[src/rtl/maint_scheduler.sv]
// maint_scheduler: periodic maintenance scheduler for the DRAM-Bender frontend.
//
// Three interval timers (refresh, ZQ calibration, periodic read) accumulate
// pending maintenance work. One request at a time is presented over a
// req/ack/done handshake with fixed priority REF > ZQ > RD. Refreshes may be
// postponed up to MAX_POSTPONE; at that limit maint_urgent lets a REF through
// even while the host is busy.
//
// Configuration macro: MAINT_PER_RD_EN
//   defined   - periodic read timer and rd_pend flag present, type 2 issued
//   undefined - no RD logic, maint_type never equals 2, RD_INTERVAL ignored
//
// Ports:
//   clk                  single clock
//   rst                  asynchronous active-high reset
//   init_calib_complete  timers run only while high
//   busy                 host program running; holds off non-urgent requests
//   aref_en/_valid       auto-refresh enable value and its load strobe
//   maint_req/_type      request pending / kind (0 REF, 1 ZQ, 2 RD)
//   maint_urgent         pending_ref has reached MAX_POSTPONE
//   maint_ack/_done      frontend accepted / finished the request
//   pending_ref          refreshes owed
//   ref_overflow         sticky: a refresh was lost
module maint_scheduler #(
    parameter int unsigned REF_INTERVAL = 1950,
    parameter int unsigned ZQ_INTERVAL  = 25000000,
    parameter int unsigned RD_INTERVAL  = 250000,
    parameter int unsigned MAX_POSTPONE = 8,
    parameter int unsigned CTR_W        = 32
) (
    input  logic       clk,
    input  logic       rst,
    input  logic       init_calib_complete,
    input  logic       busy,
    input  logic       aref_en,
    input  logic       aref_en_valid,
    output logic       maint_req,
    output logic [1:0] maint_type,
    output logic       maint_urgent,
    input  logic       maint_ack,
    input  logic       maint_done,
    output logic [3:0] pending_ref,
    output logic       ref_overflow
);

    typedef enum logic [1:0] {ST_IDLE, ST_REQ, ST_SERVICE} state_t;

    localparam logic [1:0] TYPE_REF = 2'd0;
    localparam logic [1:0] TYPE_ZQ  = 2'd1;
    localparam logic [1:0] TYPE_RD  = 2'd2;
    localparam logic [3:0] MAX_P    = 4'(MAX_POSTPONE);

    // Elaboration-time parameter range checks.
    if (REF_INTERVAL == 0 || (64'(REF_INTERVAL) >> CTR_W) != 64'd0) begin : g_bad_ref
        $error("REF_INTERVAL must be in 1..2^CTR_W-1");
    end
    if (ZQ_INTERVAL == 0 || (64'(ZQ_INTERVAL) >> CTR_W) != 64'd0) begin : g_bad_zq
        $error("ZQ_INTERVAL must be in 1..2^CTR_W-1");
    end
    if (RD_INTERVAL == 0 || (64'(RD_INTERVAL) >> CTR_W) != 64'd0) begin : g_bad_rd
        $error("RD_INTERVAL must be in 1..2^CTR_W-1");
    end
    if (MAX_POSTPONE < 1 || MAX_POSTPONE > 15) begin : g_bad_max
        $error("MAX_POSTPONE must be in 1..15");
    end

    state_t           state;
    logic             ref_enable;
    logic [CTR_W-1:0] ref_cnt;
    logic [CTR_W-1:0] zq_cnt;
    logic             ref_exp;
    logic             zq_exp;
    logic             zq_pend;
    logic             rd_pend;

    // Interval timers: expiry is a registered one-cycle pulse.
    // The refresh timer is also held at 0 while auto-refresh is disabled.
    always_ff @(posedge clk or posedge rst) begin
        if (rst) begin
            ref_cnt <= '0;
            ref_exp <= 1'b0;
        end else if (!init_calib_complete || !ref_enable) begin
            ref_cnt <= '0;
            ref_exp <= 1'b0;
        end else if (ref_cnt == CTR_W'(REF_INTERVAL - 1)) begin
            ref_cnt <= '0;
            ref_exp <= 1'b1;
        end else begin
            ref_cnt <= ref_cnt + CTR_W'(1);
            ref_exp <= 1'b0;
        end
    end

    always_ff @(posedge clk or posedge rst) begin
        if (rst) begin
            zq_cnt <= '0;
            zq_exp <= 1'b0;
        end else if (!init_calib_complete) begin
            zq_cnt <= '0;
            zq_exp <= 1'b0;
        end else if (zq_cnt == CTR_W'(ZQ_INTERVAL - 1)) begin
            zq_cnt <= '0;
            zq_exp <= 1'b1;
        end else begin
            zq_cnt <= zq_cnt + CTR_W'(1);
            zq_exp <= 1'b0;
        end
    end

    logic ack_fire;
    logic take_ref;
    logic take_zq;
    assign ack_fire = (state == ST_REQ) && maint_ack;
    assign take_ref = ack_fire && (maint_type == TYPE_REF);
    assign take_zq  = ack_fire && (maint_type == TYPE_ZQ);

`ifdef MAINT_PER_RD_EN
    logic [CTR_W-1:0] rd_cnt;
    logic             rd_exp;
    logic             take_rd;
    assign take_rd = ack_fire && (maint_type == TYPE_RD);

    always_ff @(posedge clk or posedge rst) begin
        if (rst) begin
            rd_cnt <= '0;
            rd_exp <= 1'b0;
        end else if (!init_calib_complete) begin
            rd_cnt <= '0;
            rd_exp <= 1'b0;
        end else if (rd_cnt == CTR_W'(RD_INTERVAL - 1)) begin
            rd_cnt <= '0;
            rd_exp <= 1'b1;
        end else begin
            rd_cnt <= rd_cnt + CTR_W'(1);
            rd_exp <= 1'b0;
        end
    end

    // A new expiry wins over a same-cycle consume so no request is lost.
    always_ff @(posedge clk or posedge rst) begin
        if (rst)          rd_pend <= 1'b0;
        else if (rd_exp)  rd_pend <= 1'b1;
        else if (take_rd) rd_pend <= 1'b0;
    end
`else
    assign rd_pend = 1'b0;
`endif

    // Refresh bookkeeping. Increment is gated by ref_enable so an expiry
    // already in flight when refresh is disabled is dropped; decrement
    // saturates at 0 for a REF acked after the count was cleared.
    logic       ref_inc;
    logic       ref_dec;
    logic [3:0] pend_nxt;
    logic       ovf_set;
    assign ref_inc = ref_exp && ref_enable;
    assign ref_dec = take_ref && (pending_ref != 4'd0);

    always_comb begin
        pend_nxt = pending_ref;
        ovf_set  = 1'b0;
        if (aref_en_valid && !aref_en) begin
            pend_nxt = 4'd0;
        end else if (ref_inc && !ref_dec) begin
            if (pending_ref == MAX_P) ovf_set  = 1'b1;
            else                      pend_nxt = pending_ref + 4'd1;
        end else if (!ref_inc && ref_dec) begin
            pend_nxt = pending_ref - 4'd1;
        end
    end

    // Request selection; while busy, only an urgent REF is eligible.
    logic       sel_valid;
    logic [1:0] sel_type;
    always_comb begin
        sel_valid = 1'b0;
        sel_type  = TYPE_REF;
        if (pending_ref != 4'd0 && (!busy || maint_urgent)) begin
            sel_valid = 1'b1;
        end else if (!busy && zq_pend) begin
            sel_valid = 1'b1;
            sel_type  = TYPE_ZQ;
        end else if (!busy && rd_pend) begin
            sel_valid = 1'b1;
            sel_type  = TYPE_RD;
        end
    end

    // Control state and registered outputs.
    always_ff @(posedge clk or posedge rst) begin
        if (rst) begin
            state        <= ST_IDLE;
            ref_enable   <= 1'b1;
            pending_ref  <= 4'd0;
            maint_urgent <= 1'b0;
            ref_overflow <= 1'b0;
            zq_pend      <= 1'b0;
            maint_req    <= 1'b0;
            maint_type   <= TYPE_REF;
        end else begin
            if (aref_en_valid) ref_enable <= aref_en;
            pending_ref  <= pend_nxt;
            maint_urgent <= (pend_nxt == MAX_P);
            if (ovf_set) ref_overflow <= 1'b1;

            if (zq_exp)       zq_pend <= 1'b1;
            else if (take_zq) zq_pend <= 1'b0;

            case (state)
                ST_IDLE: begin
                    if (sel_valid) begin
                        state      <= ST_REQ;
                        maint_req  <= 1'b1;
                        maint_type <= sel_type;
                    end
                end
                ST_REQ: begin
                    if (maint_ack) begin
                        state     <= ST_SERVICE;
                        maint_req <= 1'b0;
                    end
                end
                ST_SERVICE: begin
                    if (maint_done) state <= ST_IDLE;
                end
                default: begin
                    state     <= ST_IDLE;
                    maint_req <= 1'b0;
                end
            endcase
        end
    end

endmodule

[config.mk]
export PLATFORM = sky130hd
export DESIGN_NAME = maint_scheduler
export DESIGN_NICKNAME = d
export VERILOG_FILES = /design/src/rtl/maint_scheduler.sv
export SDC_FILE = /design/constraint.sdc
export NUM_CORES = 1
export LEC_CHECK = 0
export ABC_AREA = 1
export CAP_MARGIN = 0
export CORE_UTILIZATION = 45
export DETAILED_ROUTE_END_ITERATION = 8
export DONT_BUFFER_PORTS = 1
export GPL_TIMING_DRIVEN = 0
export MAX_ROUTING_LAYER = met4
export PLACE_DENSITY_LB_ADDON = 0.15
export SLEW_MARGIN = 20
export SYNTH_ARGS = -nofsm -noshare
export SYNTH_HDL_FRONTEND = slang
export SYNTH_SLANG_ARGS = --single-unit
[constraint.sdc]
create_clock -name clk -period 2.6 [get_ports clk]
set_clock_uncertainty 0.15 [all_clocks]
set_input_delay 0.26 -clock clk [delete_from_list [all_inputs] [get_ports clk]]
set_output_delay 0.26 -clock clk [all_outputs]
set_load 0.005 [all_outputs]
==> results.md <==
* Startpoint Class: register
* P_leak at 2.15 nW
* Power Total at 0.00289 W
* H-tree levels at 3
* Via/cell ratio at 5.16
* Cell count after synthesis at 628
* Syn avg cell area at 7.46 sq um
* Final net count at 661
* I/O pin cnt at 17
* Seq/Total Area, Yosys at 41.7%
* Final setup viols at 0
* Clk slew on worst S/H paths at 80 ps
* Setup ws final at 495 ps
* Initial antenna violation count at 0
* # resized after CTS at 0
* Cts bufs inserted at 9
* Drt first pass iters at 6
* Fill count at 972
* RSZ-0062 raised after global routing: false
* WL final at 11.1 mm
* Netlist cell types at 33
* DRT iter0 DRCs at 310
* Hold crit path type: input port to register
* Vias in the first global route at 3820
* Final Hold Violating Endpoints at 0
* CP arrival at 2180 ps
* Cells along the critical path: ha_1, nand3_1, nor4_1, nand4_1, nand3_1, nor2_1
* Crit path max-delay cell type: dfrtp_1
* Post-Syn Area at 0.00468 sq mm
* CP endpoint kind: register
* IO Port Bufs at 0
* Core region area at 0.00991 sq mm
* Postcts setup bufs at 0
* Slowest stage delay, CP at 390 ps
* Post-DP HPWL at 8.52 mm
* Required @ worst endpoint at 2670 ps
* R2R cell count at 6
* Initial Utilization at 47.3%
* GPL Wtd Cong at 0.948
* Layout area overhead at 10.3%
* CP delay by family, top: simple AND/OR/NAND/NOR gates
* Die width at 104 um
* Ys Warns at 0
* Final Max Tran Viols at 0
* Period utilisation layout at 81.0%
* Worst hold path cell count at 4
* CP dominant cell by count: nand3_1
* Synth Net Count at 641
* Total GRT Usage at 22.5%
* Max Cap Viol at 0
* Status: finished clean
* Slew @ Worst Pin at 572 ps
* Skew-Pair Late Insertion Delay at 350 ps
* Maximum vdd drop at 0.311 mV
* Critical path depth at 6
* Tmin final at 2100 ps
* Rows at 36
* DR WL/cell at 14.1 um
* CTS max path bufs at 2
* Area of the die at 0.0108 sq mm
* Root Driver: clkbuf_8
* TritonCTS clock tree: built
* Type of the worst setup path: register to register
* Fmax at 475 MHz
* N_diodes at 0
* Pwr Density at 559 mW/mm^2
* Worst slew margin at 61.8%
* Clock Sinks at 78
* Layout cell share with drive strength beyond 1 at 8.58%
* DR vias at 4056
* Synth Register Bits at 78
* First-pass GRT wire length at 18.9 mm
* Overflow after GRT at 0
* Routed Antenna Nets at 0
* Worst-path fanout max at 5
* Worst Path Buf+Inv at 0
* Placement Setup Slack at 502 ps
* Largest net degree at the start of global routing at 45
* Most common cell after layout, fill and taps aside: nand2_1
* # DRC at 0
* Most frequent cells in the layout: nand2_1, nor2_1, dfrtp_1
* Die Ht at 104 um
[per-layer routing]
layer,global-route usage (%),vias to the layer above,wire length [um],share of wire (%)
li1,-,2031,-,-
met1,33.4,1877,5620,51
met2,31.2,138,4610,42
met3,3.76,10,754,6.8
met4,6.63,0,102,0.92
met5,-,-,0,0
[per-stage QoR]
stage,hold WS (ps),instance area (sq um),utilization (%),std cells,setup TNS [ps]
after global routing,75.1,5170,52.2,786,0
after CTS,32.8,5170,52.2,786,0
after global placement,214,4850,49.0,761,-48510
after detailed placement,35.7,4870,49.2,762,0
final,45.3,5170,52.2,786,0
after floorplan,206,4680,-,628,0
[final cells by class]
class | instances | area [sq um] | area share, %
well taps | 133 | 166 | 3.22
clock inverters | 4 | 70.1 | 1.36
flip-flops and latches | 78 | 1950 | 37.8
repair buffers | 9 | 100 | 1.94
clock buffers | 12 | 145 | 2.81
multi-input cells | 472 | 2430 | 47.0
plain buffers | 6 | 30.0 | 0.581
inverters | 72 | 273 | 5.28
[repair_timing]
item,4_1_cts,5_1_grt
setup endpoints to repair,0,0
endpoints found under the hold margin,47,0
hold buffers,8,0
[final timing paths]
path | end | slack (ps) | from
max in group asynchronous | ref_enable | 1410 | rst
min in group asynchronous | zq_cnt[7] | 250 | rst
worst min-delay path | state[0] | 50 | maint_ack
worst max-delay path | zq_cnt[24] | 500 | zq_cnt[0]
worst min register to register | zq_pend | 290 | zq_exp
worst max register to register | zq_cnt[24] | 500 | zq_cnt[0]
[cell families (layout without fill, tap and decap cells)]
group	count (synthesis)	after routing	synth area share, %
AO/OA/AOI/OAI	13	13	1.84
XOR/XNOR	51	51	9.54
adder cells (fa/ha/maj)	5	5	1.34
buffers and inverters	78	103	6.41
flip-flops	78	78	41.7
other	1	1	0.0801
AND/OR/NAND/NOR	402	402	39.1
[Yosys cell counts, drive strengths merged]
| cell type | instances | area, sq um |
|---|---|---|
| nor2 | 149 | 612 |
| nand2 | 148 | 571 |
| dfrtp | 77 | 1930 |
| inv | 72 | 270 |
| xor2 | 37 | 324 |
| nand3 | 35 | 205 |
| nor3 | 31 | 190 |
| nand4 | 23 | 144 |
| xnor2 | 14 | 123 |
| nor4 | 11 | 68.8 |
| ha | 5 | 62.6 |
| clkbuf | 4 | 15.0 |
| o21ai | 4 | 20.0 |
| a21oi | 3 | 18.8 |
| a21o | 2 | 15.0 |
| buf | 2 | 15.0 |
| nand3b | 2 | 15.0 |
| nor3b | 2 | 20.0 |
| o21bai | 2 | 18.8 |
| and3 | 1 | 6.26 |
| conb | 1 | 3.75 |
| dfstp | 1 | 26.3 |
| o22ai | 1 | 6.26 |
| o31ai | 1 | 7.51 |
[state kept, by name, indices dropped and copies added, names as in the netlist]
name and flops:
state 2, zq_exp 1, maint_type 1, zq_cnt 32, zq_pend 1, maint_req 1
pending_ref 4, maint_urgent 1, ref_exp 1, ref_enable 1, ref_cnt 32, ref_overflow 1
[worst min-delay path, delay by kind of cell]
family	cells	cell delay, ps
AND/OR/NAND/NOR	3	180
AO/OA/AOI/OAI	1	70
[power breakdown]
group	total [W]	leakage, nW	internal, W	switching, W
Clock	0.00101	0.110	0.000565	0.000446
Combinational	0.000490	0.961	0.000177	0.000312
Sequential	0.00139	1.08	0.00128	0.000105
No activity file was read; power rests on OpenSTA's default activity.
